[src/rtl/de_pipe_reg.sv]
// Decode/Execute pipeline register: captures Decode outputs each edge, applies
// late M/W forwarding to rs/rt, injects bubbles on stall/flush and counts them.
module de_pipe_reg #(
    parameter logic [31:0] NOP_INSTR = 32'h0000_0000,
    parameter int unsigned CNT_W     = 16
) (
    input  logic              clk,
    input  logic              reset,
    input  logic              stall,
    input  logic              flush,
    input  logic [31:0]       D_PC,
    input  logic [31:0]       D_instruction,
    input  logic [31:0]       D_data_rs,
    input  logic [31:0]       D_data_rt,
    input  logic [31:0]       D_addr_rt,
    input  logic [31:0]       D_addr_rd,
    input  logic [31:0]       D_EXT,
    input  logic [31:0]       D_Shift,
    input  logic [4:0]        M_RegWreg,
    input  logic [31:0]       M_RegWD,
    input  logic              M_RegWrite,
    input  logic [4:0]        W_RegWreg,
    input  logic [31:0]       W_RegWD,
    input  logic              W_RegWrite,
    output logic [31:0]       E_PC,
    output logic [31:0]       E_instruction,
    output logic [31:0]       E_data_rs,
    output logic [31:0]       E_data_rt,
    output logic [31:0]       E_addr_rt,
    output logic [31:0]       E_addr_rd,
    output logic [31:0]       E_EXT,
    output logic [31:0]       E_Shift,
    output logic              E_valid,
    output logic [CNT_W-1:0]  bubble_cnt
);

    localparam int unsigned XLEN   = 32;
    localparam int unsigned RIDX_W = 5;

    typedef struct packed {
        logic [XLEN-1:0] pc;
        logic [XLEN-1:0] instr;
        logic [XLEN-1:0] data_rs;
        logic [XLEN-1:0] data_rt;
        logic [XLEN-1:0] addr_rt;
        logic [XLEN-1:0] addr_rd;
        logic [XLEN-1:0] ext;
        logic [XLEN-1:0] shift;
    } e_payload_t;

    logic [RIDX_W-1:0] w_rs_idx;
    logic [RIDX_W-1:0] w_rt_idx;
    logic [XLEN-1:0]   w_fwd_rs;
    logic [XLEN-1:0]   w_fwd_rt;
    logic              w_bubble;
    logic              w_cnt_sat;
    e_payload_t        w_next;
    e_payload_t        r_e;
    logic              r_valid;
    logic [CNT_W-1:0]  r_bubble_cnt;

    assign w_rs_idx  = D_instruction[25:21];
    assign w_rt_idx  = D_instruction[20:16];
    assign w_bubble  = stall | flush;
    assign w_cnt_sat = &r_bubble_cnt;

    // Late forwarding: M beats W, and $0 never forwards.
    always_comb begin
        w_fwd_rs = D_data_rs;
        if (M_RegWrite && (M_RegWreg == w_rs_idx) && (w_rs_idx != '0)) begin
            w_fwd_rs = M_RegWD;
        end else if (W_RegWrite && (W_RegWreg == w_rs_idx) && (w_rs_idx != '0)) begin
            w_fwd_rs = W_RegWD;
        end
    end

    always_comb begin
        w_fwd_rt = D_data_rt;
        if (M_RegWrite && (M_RegWreg == w_rt_idx) && (w_rt_idx != '0)) begin
            w_fwd_rt = M_RegWD;
        end else if (W_RegWrite && (W_RegWreg == w_rt_idx) && (w_rt_idx != '0)) begin
            w_fwd_rt = W_RegWD;
        end
    end

    // Bubble keeps the PC for traceability and zeroes everything else.
    always_comb begin
        w_next.pc      = D_PC;
        w_next.instr   = D_instruction;
        w_next.data_rs = w_fwd_rs;
        w_next.data_rt = w_fwd_rt;
        w_next.addr_rt = D_addr_rt;
        w_next.addr_rd = D_addr_rd;
        w_next.ext     = D_EXT;
        w_next.shift   = D_Shift;
        if (w_bubble) begin
            w_next.instr   = NOP_INSTR;
            w_next.data_rs = '0;
            w_next.data_rt = '0;
            w_next.addr_rt = '0;
            w_next.addr_rd = '0;
            w_next.ext     = '0;
            w_next.shift   = '0;
        end
    end

    always_ff @(posedge clk or negedge reset) begin
        if (!reset) begin
            r_e.pc       <= '0;
            r_e.instr    <= NOP_INSTR;
            r_e.data_rs  <= '0;
            r_e.data_rt  <= '0;
            r_e.addr_rt  <= '0;
            r_e.addr_rd  <= '0;
            r_e.ext      <= '0;
            r_e.shift    <= '0;
            r_valid      <= 1'b0;
            r_bubble_cnt <= '0;
        end else begin
            r_e     <= w_next;
            r_valid <= ~w_bubble;
            if (w_bubble && !w_cnt_sat) begin
                r_bubble_cnt <= r_bubble_cnt + CNT_W'(1);
            end
        end
    end

    assign E_PC          = r_e.pc;
    assign E_instruction = r_e.instr;
    assign E_data_rs     = r_e.data_rs;
    assign E_data_rt     = r_e.data_rt;
    assign E_addr_rt     = r_e.addr_rt;
    assign E_addr_rd     = r_e.addr_rd;
    assign E_EXT         = r_e.ext;
    assign E_Shift       = r_e.shift;
    assign E_valid       = r_valid;
    assign bubble_cnt    = r_bubble_cnt;

endmodule

[config.mk]
export PLATFORM = sky130hd
export DESIGN_NAME = de_pipe_reg
export DESIGN_NICKNAME = d
export VERILOG_FILES = /design/src/rtl/de_pipe_reg.sv
export SDC_FILE = /design/constraint.sdc
export NUM_CORES = 1
export LEC_CHECK = 0
export CORE_AREA = 2 2 234 236
export CTS_CLUSTER_DIAMETER = 120
export CTS_CLUSTER_SIZE = 30
export DETAILED_ROUTE_END_ITERATION = 10
export DIE_AREA = 0 0 236 238
export SYNTH_ARGS = -nofsm -noshare
export SYNTH_HDL_FRONTEND = slang
export SYNTH_SLANG_ARGS = --single-unit
export TNS_END_PERCENT = 10
[constraint.sdc]
create_clock -name clk -period 5.55 [get_ports clk]
set_clock_uncertainty 0.1 [all_clocks]
set_input_delay 0.8325 -clock clk [delete_from_list [all_inputs] [get_ports clk]]
set_output_delay 0.8325 -clock clk [all_outputs]
set_load 0.1 [all_outputs]
Word-level counts from Yosys, hierarchy flattened --
Cells that the tools add are included.
Word-level totals: bits of input ports 336, register bits 273, word-level logic and storage cells 35, output and inout bits 273
Cells by class: reduce and logical (&&, ||, !) cells 13, equality and inequality tests 4, bitwise logic cells 2, $add $sub $neg 1, multiplexer cells 5
Operator list (count):
- $mux W224 | 1
- $mux W32 | 4
- $eq A5 B5 Y1 | 4
- $add A16 B1 Y16 const B | 1
- $reduce_and A16 Y1 | 1
- $reduce_bool A5 Y1 | 2
- $logic_and A1 B1 Y1 | 9
- $logic_not A1 Y1 | 1
- $not A1 Y1 | 1
- $or A1 B1 Y1 | 1

Longest topological paths before layout --
Gate-level depths: netlist of run 1.
depth in word-level cells 6, gate-level depth with buffers 7, mapped depth without buffers 5

Worst setup path after synthesis of run 1 --
Ideal clock, no wire load.
path kind register to register, from reg r_bubble_cnt[0], in the netlist bubble_cnt[0], to reg r_bubble_cnt[6], in the netlist bubble_cnt[6], period minus slack after synthesis 2596 ps, required time 5287 ps, slack 2954 ps, setup time 163 ps, cell stages (with the launch flop) 6, arrival time 2333 ps, path buffers 0, path through dfrtp_1 > ha_1 > nand3_1 > nor4_4 > and4b_1 > xor2_1
On the way: longest elaborated chain between the ends 3, elaborated cells between the ends (all ways) 4, classes of those cells add/sub (1); reduce/logical (3)
RTL lines:
- from (decl) | line 60 | logic [CNT_W-1:0] r_bubble_cnt;
- from (signal assigned) | line 123 | r_bubble_cnt <= r_bubble_cnt + CNT_W'(1);
- parallel branches: the longest is 3 deep, another holds $add A16 B1 Y16
Parallel ways; which one is timed is not known. A chain may end at the register's enable or synchronous reset.

==> reports/metrics.yaml, run 1 <==
clock_network:
  cts_buffers: 13
  ctsResizeCount: 0
  cts_buffer_depth: 3
  path_clk_slew_ns: 0.12
  clk_latency_ns: 0.51
  cts_sinks: 273
  postCtsSetupBuffers: 0
  ctsHoldBuffers: 0
  htreeDepth: 1
  root_buffer: "clkbuf_16"
  cts_tree: "built"
detailed_routing:
  drc: 0
  ant_nets: 0
  wl_mm: 46.10
  drt_first_pass_iters: 6
  vias_per_cell: 4.466
  avgRoutedWirePerCell_um: 21.77
  vias: 9459
  initialDrtViolationCount: 536
place:
  gp_congestion: 0.8349
  hpwlAfterDp_mm: 34.22
  postPlaceCellArea_sq_um: 17620
  portBuffers: 608
timing:
  hold_violations: 0
  rsz0062_at_grt: "no"
  finalSetupViolations: 0
  tns_ns: 0
  fin_crit_ns: 3.497
  period_share: 0.6301
  max_slew_margin: 0.09268
  fmax_ghz: 0.2859
  tightestPinTransition_ns: 1.361
  slew_violations: 0
yosys:
  async_flop_share: 1.000
  netlist.area_leader.share: 0.6198
  syn-instance-count: 858
  yosysTopAreaCell: "dfrtp_1"
  synth_cell_types: 38
  synth_area_sq_um: 11020
  synth_area_leaders: "dfrtp_1 (62%), and2_1 (9.1%), a311oi_2 (7.8%)"
  synthFlopType: "dfrtp_1"
  yosysWarnings: 0
  synth_nets: 1195
  ys_ff_latch: 273
  synth_edf_count: 0
  ys_seq_area_frac: 0.6198
  synth_area_per_cell_sq_um: 12.85
final_layout:
  area_delta_synth_final_pct: 63.44
  fin_nets: 1754
  area.sequential_sq_um: 6832
  fillers: 5389
  fin_util: 0.3368
  drive_gt1_frac: 0.08099
  stdcell_area_sq_um: 18020
  multi_input_area_sq_um: 3732
critical_path:
  crit_type: "primary input to register"
  path_max_fanout: 33
  cp.required_ns: 5.77
  startpoint_type: "primary input"
  worstPathArrival_ns: 3.72
  end_kind: "register"
floorplanning:
  dieArea_sq_um: 56170
  io_pins: 609
  num_rows: 85
  die_w_um: 236
  die_h_um: 238
  core-area_sq_um: 53500
  start_util: 0.2061
global_route:
  grt_max_degree: 111
  grt_overflow: 0
  grt_pass1_wl_mm: 67.01
  antenna_found_initial: 7
  grt_usage: 0.1562
  grt_pass1_vias: 9835
pwr:
  power_w: 0.004964
  leakagePower_nw: 7.126
  ir_drop_mv: 0.2021
  power_density_nw_per_um2: 275.5
status:
  status: "completed"
worst_hold_path:
  hp-class: "primary input to asynchronous set/reset pin"
job:
  max_cap_violations: 0
==> flip-flops by register name, summed over array words and instances, names as in the netlist <==
register and cells:
E_PC 32, E_addr_rt 32, E_valid 1, E_instruction 32
E_Shift 32, E_EXT 32, bubble_cnt 16, E_addr_rd 32
E_data_rs 32, E_data_rt 32
==> routing by layer <==
layer | GRT usage | share of wire | up-vias
li1 | - | - | 4171
met1 | 0.1862 | 0.39 | 4742
met2 | 0.2773 | 0.50 | 472
met3 | 0.04674 | 0.085 | 60
met4 | 0.03281 | 0.017 | 14
met5 | 0 | 0.0020 | -
==> cells in the mapped netlist, types with 3 or more instances <==
cell type / count
buf_12: 3
dfrtp_1: 273
xor2_1: 12
xnor2_1: 18
and2_1: 160
nor3_1: 67
o21ai_1: 49
nor2_1: 4
clkbuf_1: 50
a311oi_2: 57
mux2_2: 3
a311oi_1: 7
and3_1: 4
buf_6: 9
o211ai_4: 4
nand2_1: 4
nand3_1: 5
nand4_1: 72
o21ai_0: 16
buf_4: 5
buf_8: 3
buf_2: 7
a31oi_1: 3
o211ai_1: 3
==> layout make-up <==
type	count	area share
clock buffer	13	0.01806
antenna	2	0.0002778
clock inverter	5	0.003472
timing repair buffer	621	0.3429
sequential	273	0.3792
multi-input combinational	506	0.2072
tap	696	0.04834
inverter	2	0.0005556
==> final timing paths <==
kind / start / end / slack (ns) / cells after the start
min in group clk: bubble_cnt[7]$_DFFE_PN0P_ / bubble_cnt[7]$_DFFE_PN0P_ / 0.41 / 1
worst min register to register: bubble_cnt[7]$_DFFE_PN0P_ / bubble_cnt[7]$_DFFE_PN0P_ / 0.41 / 1
worst max register to register: bubble_cnt[0]$_DFFE_PN0P_ / bubble_cnt[1]$_DFFE_PN0P_ / 3.33 / 5
worst max-delay path: D_instruction[24] / E_data_rs[4]$_DFF_PN0_ / 2.05 / 6
worst min-delay path: reset / E_data_rt[22]$_DFF_PN0_ / 0.18 / 1
max in group asynchronous: reset / E_PC[21]$_DFF_PN0_ / 3.74 / 2
==> layout by cell type, fill, tap and decap left out, types with 5 or more instances in the layout <==
| cell type | synthesis | routed |
|---|---|---|
| dfrtp_1 | 273 | 273 |
| nor3_1 | 67 | 67 |
| a311oi_1 | 7 | 7 |
| clkdlybuf4s50_1 | 0 | 599 |
| o21ai_0 | 16 | 16 |
| buf_4 | 5 | 19 |
| a311oi_2 | 57 | 57 |
| o21ai_1 | 49 | 49 |
| clkbuf_16 | 0 | 13 |
| xor2_1 | 12 | 12 |
| nand3_1 | 5 | 5 |
| xnor2_1 | 18 | 18 |
| nand4_1 | 72 | 72 |
| and2_1 | 160 | 160 |
==> cells by family after synthesis <==
logic type / share of synthesized area
muxes: 0.003064
AOI/OAI and AO/OA: 0.1267
buffers and inverters: 0.04302
adders and majority gates: 0.001135
and+or+nand+nor: 0.1825
xor gates and xnor gates: 0.02384
DFF: 0.6198
==> stage by stage <==
step	std cells	worst slack, ns	hold WS (ns)
finish	2118	2.053	0.1776
global route	2116	1.999	0.1856
CTS	2116	2.116	0.1664
detailed placement	2098	1.573	0.3914
global placement	2098	1.628	0.3918
floorplan	858	2.954	0.4369
==> where the power goes <==
group          switching, W  internal (W)  leakage [nW]  total [W]
logic               0.00117      0.000476          3.34    0.00164
registers         0.0000639       0.00209          3.60    0.00216
clock network      0.000677      0.000487         0.183    0.00116
==> critical path, cell delays in order <==
cell and delay, ns:
clkdlybuf4s50_1 0.48, or4_4 0.62, o211ai_4 0.17, buf_4 0.40, or2_2 0.92, a311oi_2 0.23
No activity file was read; power rests on OpenSTA's default activity.
==> run 2: changes to the inputs <==
CORE_AREA = 2 2 236 238   (was 2 2 234 236)
DIE_AREA = 0 0 238 240   (was 0 0 236 238)
clock period = 3.35 ns   (was 5.55 ns; I/O delays follow)
==> reports/metrics.yaml, run 2 (same netlist as run 1, synthesis figures left out) <==
timing:
  rsz0062_at_grt: "no"
  slew_violations: 0
  period_share: 0.7940
  max_slew_margin: 0.3145
  hold_violations: 0
  tightestPinTransition_ns: 1.025
  tns_ns: 0
  fin_crit_ns: 2.660
  finalSetupViolations: 0
  fmax_ghz: 0.3760
critical_path:
  worst-path-stages: 1
  cpPeakStageDelay_ns: 1.15
  path_delay_family: "buffers and inverters"
  path_max_fanout: 1
  cp_slowest_cell: "clkdlybuf4s50_1"
  path_cells: "clkdlybuf4s50_1"
  startpoint_type: "register"
  crit_type: "register to output pin"
  worstPathArrival_ns: 2.06
  rr_worst_depth: 5
  cp.required_ns: 2.75
  regToRegSetupSlack_ns: 1.26
  critPathBufInv: 1
  end_kind: "output pin"
final_layout:
  stdcell_area_sq_um: 17980
  drive_gt1_frac: 0.1783
  most-common-layout-cells: "clkdlybuf4s50_1 (476), dfrtp_1 (273), and2_1 (160)"
  final_common_cell: "clkdlybuf4s50_1"
  fin_util: 0.3290
  multi_input_area_sq_um: 3732
  area_delta_synth_final_pct: 63.13
  area.sequential_sq_um: 6832
  fillers: 5532
  fin_nets: 1775
  final_cell_count_no_fill: 2146
detailed_routing:
  drc: 0
  initialDrtViolationCount: 558
  drt_first_pass_iters: 5
  vias: 9569
  vias_per_cell: 4.459
  wl_mm: 46.97
  avgRoutedWirePerCell_um: 21.89
  ant_nets: 0
floorplanning:
  start_util: 0.2017
  dieArea_sq_um: 57120
  die_h_um: 240
  core-area_sq_um: 54660
  io_pins: 609
  num_rows: 86
  die_w_um: 238
clock_network:
  cts_buffer_depth: 3
  root_buffer: "clkbuf_16"
  cts_buffers: 13
  cts_tree: "built"
  cts_sinks: 273
  path_clk_slew_ns: 0.11
  clk_latency_ns: 0.53
  htreeDepth: 1
  ctsResizeCount: 0
global_route:
  grt_overflow: 0
  antenna_found_initial: 3
  grt_pass1_wl_mm: 66.42
  grt_usage: 0.1549
  grt_max_degree: 116
  grt_pass1_vias: 9987
place:
  hpwlAfterDp_mm: 35.59
  postPlaceCellArea_sq_um: 17600
  dp.cells: 2126
  portBuffers: 608
  gp_congestion: 0.8853
pwr:
  seqPwrFrac: 0.436
  power.switching_w: 0.003186
  power.share.clock: 0.227
  comb_power_share: 0.337
  p_int_w: 0.005005
  power_density_nw_per_um2: 455.5
  leakagePower_nw: 7.478
  netSwitchingFraction: 0.3890
  ir_drop_mv: 0.2828
status:
  status: "completed"
worst_hold_path:
  hold-path-cell-count: 1
  hp-class: "primary input to register"
job:
  max_cap_violations: 0
-- run 2: changes by cell type in the layout (fill, tap and decap cells not counted), sizes merged --
cell / before / now
clkinv: 1 / 0
buf: 22 / 165
diode: 2 / 1
inv: 3 / 6
clkdlybuf4s50: 599 / 476
clkbuf: 13 / 14
dlygate4sd3: 0 / 1
clkinvlp: 2 / 0
bufinv: 1 / 0
-- run 2: layout make-up --
cell class,count,share of cell area
antenna,1,0.0001392
clock inverter,4,0.002227
clock buffer,14,0.01830
multi-input combinational,506,0.2076
tap,704,0.04898
inverter,2,0.0005566
timing repair buffer,642,0.3423
sequential,273,0.3799
-- run 2: worst paths after layout --
check	from	end
max	E_data_rt[12]$_DFF_PN0_	E_data_rt[12]
min	D_PC[4]	E_PC[4]$_DFF_PN0_
max reg2reg	bubble_cnt[0]$_DFFE_PN0P_	bubble_cnt[1]$_DFFE_PN0P_
min reg2reg	bubble_cnt[7]$_DFFE_PN0P_	bubble_cnt[7]$_DFFE_PN0P_
max in group asynchronous	reset	E_Shift[21]$_DFF_PN0_
min in group asynchronous	reset	E_data_rt[29]$_DFF_PN0_
-- run 2: timing repair --
item                      in CTS  in global routing
hold buffers                   1                  0
hold endpoints to repair      82                  0
buffers inserted               0                  0
-- run 2: layer usage --
metal | wire length, um | GRT usage
met3 | 4177 | 0.03984
met5 | 42 | 0
met1 | 17820 | 0.1814
met2 | 23610 | 0.2773
met4 | 1317 | 0.04716
-- run 2: power by group through the flow --
| stage | logic [W] | registers, W | clock network [W] |
|---|---|---|---|
| global route | 0.00285 | 0.00359 | 0.00205 |
| CTS | 0.00278 | 0.00358 | 0.00197 |
| floorplan | 0.000407 | 0.00490 | 0 |
| finish | 0.00276 | 0.00357 | 0.00186 |
| detailed placement | 0.00277 | 0.00364 | 0 |
| global placement | 0.00276 | 0.00364 | 0 |
-- run 2: metrics by stage --
step	power, W	hold WS [ns]	setup slack, ns
after floorplan	0.005310	0.1069	0.7543
final	0.008191	0.3037	0.6901
after global routing	0.008494	0.2741	0.6309
after CTS	0.008327	0.2505	0.6388
after global placement	0.006396	0.3934	0.4016
after detailed placement	0.006410	0.3859	0.3514
==> run 3: changes to the inputs <==
clock period = 2.6 ns   (was 3.35 ns; I/O delays follow)
==> reports/metrics.yaml, run 3 (same netlist as run 1, synthesis figures left out) <==
status:
  status: "completed"
place:
  hpwlAfterDp_mm: 36.13
  dp.cells: 2164
  portBuffers: 608
  gp_congestion: 0.9018
floorplanning:
  die_w_um: 238
  core-area_sq_um: 54660
  io_pins: 609
  dieArea_sq_um: 57120
  die_h_um: 240
  start_util: 0.2017
  num_rows: 86
clock_network:
  postCtsSetupBuffers: 0
  cts_buffer_depth: 3
  ctsHoldBuffers: 1
  root_buffer: "clkbuf_16"
  cts_sinks: 273
  ctsResizeCount: 0
  clk_latency_ns: 0.52
  htreeDepth: 1
  cts_tree: "built"
  cts_buffers: 13
  path_clk_slew_ns: 0.11
timing:
  rsz0062_at_grt: "no"
  hold_violations: 0
  tightestPinTransition_ns: 0.6267
  tns_ns: 0
  fmax_ghz: 0.4640
  whs_ns: 0.2052
  fin_crit_ns: 2.155
  period_share: 0.8289
  slew_violations: 0
  max_slew_margin: 0.5822
  finalSetupViolations: 0
final_layout:
  most-common-layout-cells: "clkdlybuf4s50_1 (333), buf_4 (321), dfrtp_1 (273)"
  drive_gt1_frac: 0.2959
  area_delta_synth_final_pct: 63.81
  fillers: 5511
  final_common_cell: "clkdlybuf4s50_1"
  fin_nets: 1813
  final_cell_count_no_fill: 2182
  fin_util: 0.3303
pwr:
  ir_drop_mv: 0.3870
  leakagePower_nw: 7.949
  power_density_nw_per_um2: 589.9
  power_w: 0.01065
critical_path:
  critPathBufInv: 2
  crit_type: "primary input to register"
  rr_worst_depth: 6
  startpoint_type: "primary input"
  rr_startpoint: "bubble_cnt[0]$_DFFE_PN0P_"
  cpPeakStageDelay_ns: 0.56
  r2r-end: "bubble_cnt[14]$_DFFE_PN0P_"
  regToRegSetupSlack_ns: 0.61
  path_cells: "clkdlybuf4s50_1 -> or4_4 -> o211ai_4 -> buf_12 -> o21ai_1 -> a311oi_1"
  end_kind: "register"
  worst-path-stages: 6
  crit_start: "D_instruction[17]"
  path_delay_family: "compound AO/OA/AOI/OAI gates"
  path_max_fanout: 27
  cp_slowest_cell: "or4_4"
  worstPathArrival_ns: 2.42
  endpoint: "E_data_rt[28]$_DFF_PN0_"
  cp.required_ns: 2.86
detailed_routing:
  initialDrtViolationCount: 466
  vias: 9637
  drt_first_pass_iters: 5
  vias_per_cell: 4.417
  avgRoutedWirePerCell_um: 21.47
  wl_mm: 46.85
  ant_nets: 0
  drc: 0
worst_hold_path:
  hp-class: "primary input to register"
global_route:
  grt_max_degree: 93
  antenna_found_initial: 3
  grt_pass1_vias: 10160
  grt_usage: 0.1557
  grt_pass1_wl_mm: 67.19
  grt_overflow: 0
job:
  max_cap_violations: 0
[run 3: cell count changes in the layout (fill, tap and decap cells not counted)]
cell / before / now
inv_8: 2 / 1
clkbuf_8: 0 / 1
inv_6: 2 / 0
buf_12: 11 / 23
inv_12: 0 / 1
clkdlybuf4s50_1: 476 / 333
buf_4: 152 / 321
clkbuf_1: 1 / 0
[run 3: per-stage QoR]
stage          worst slack (ns)  cell area [sq um]
3_5_place_dp           -0.09546              17680
3_3_place_gp           -0.09545              17680
4_1_cts                  0.4537              18050
6_report                 0.4448              18060
5_1_grt                  0.4356              18050
2_1_floorplan          0.004288              11020
[run 3: worst min-delay path by stage]
stage,startpoint,to,slack (ns),depth (start not counted)
floorplan,reset,E_EXT[0]$_DFF_PN0_,-0.006,0
global placement,reset,E_data_rt[22]$_DFF_PN0_,0.32,1
detailed placement,reset,E_data_rt[22]$_DFF_PN0_,0.32,1
CTS,D_PC[21],E_PC[21]$_DFF_PN0_,0.17,1
global route,D_PC[20],E_PC[20]$_DFF_PN0_,0.17,1
finish,D_PC[21],E_PC[21]$_DFF_PN0_,0.21,1
[run 3: worst register-to-register path, delay by kind of cell (launching register included)]
family / cells / cell delay (ns)
flops: 1 / 0.43
buf+inv: 1 / 0.20
fa+ha+maj: 1 / 0.22
simple gates: 3 / 0.79
xor+xnor: 1 / 0.16
[run 3: report_power, final]
part           leakage, nW  switching (W)  internal [W]
Combinational         4.16        0.00255       0.00108
Sequential            3.60       0.000143       0.00447
Clock                0.181        0.00145      0.000973
Total                 7.95        0.00414       0.00652
[run 3: cell type report]
type,count,area [sq um],share of cell area
clock inverter,2,27.53,0.001524
tap,704,880.8,0.04878
clock buffer,14,339.1,0.01878
inverter,2,10.01,0.0005543
timing repair buffer,680,6233,0.3452
antenna,1,2.502,0.0001386
multi-input combinational,506,3732,0.2067
sequential,273,6832,0.3783
[run 3: layer usage]
layer  wire, um  track usage
met1      17930       0.1847
met2      23510       0.2772
met3       4362      0.04156
met4       1026      0.04223
met5         30            0
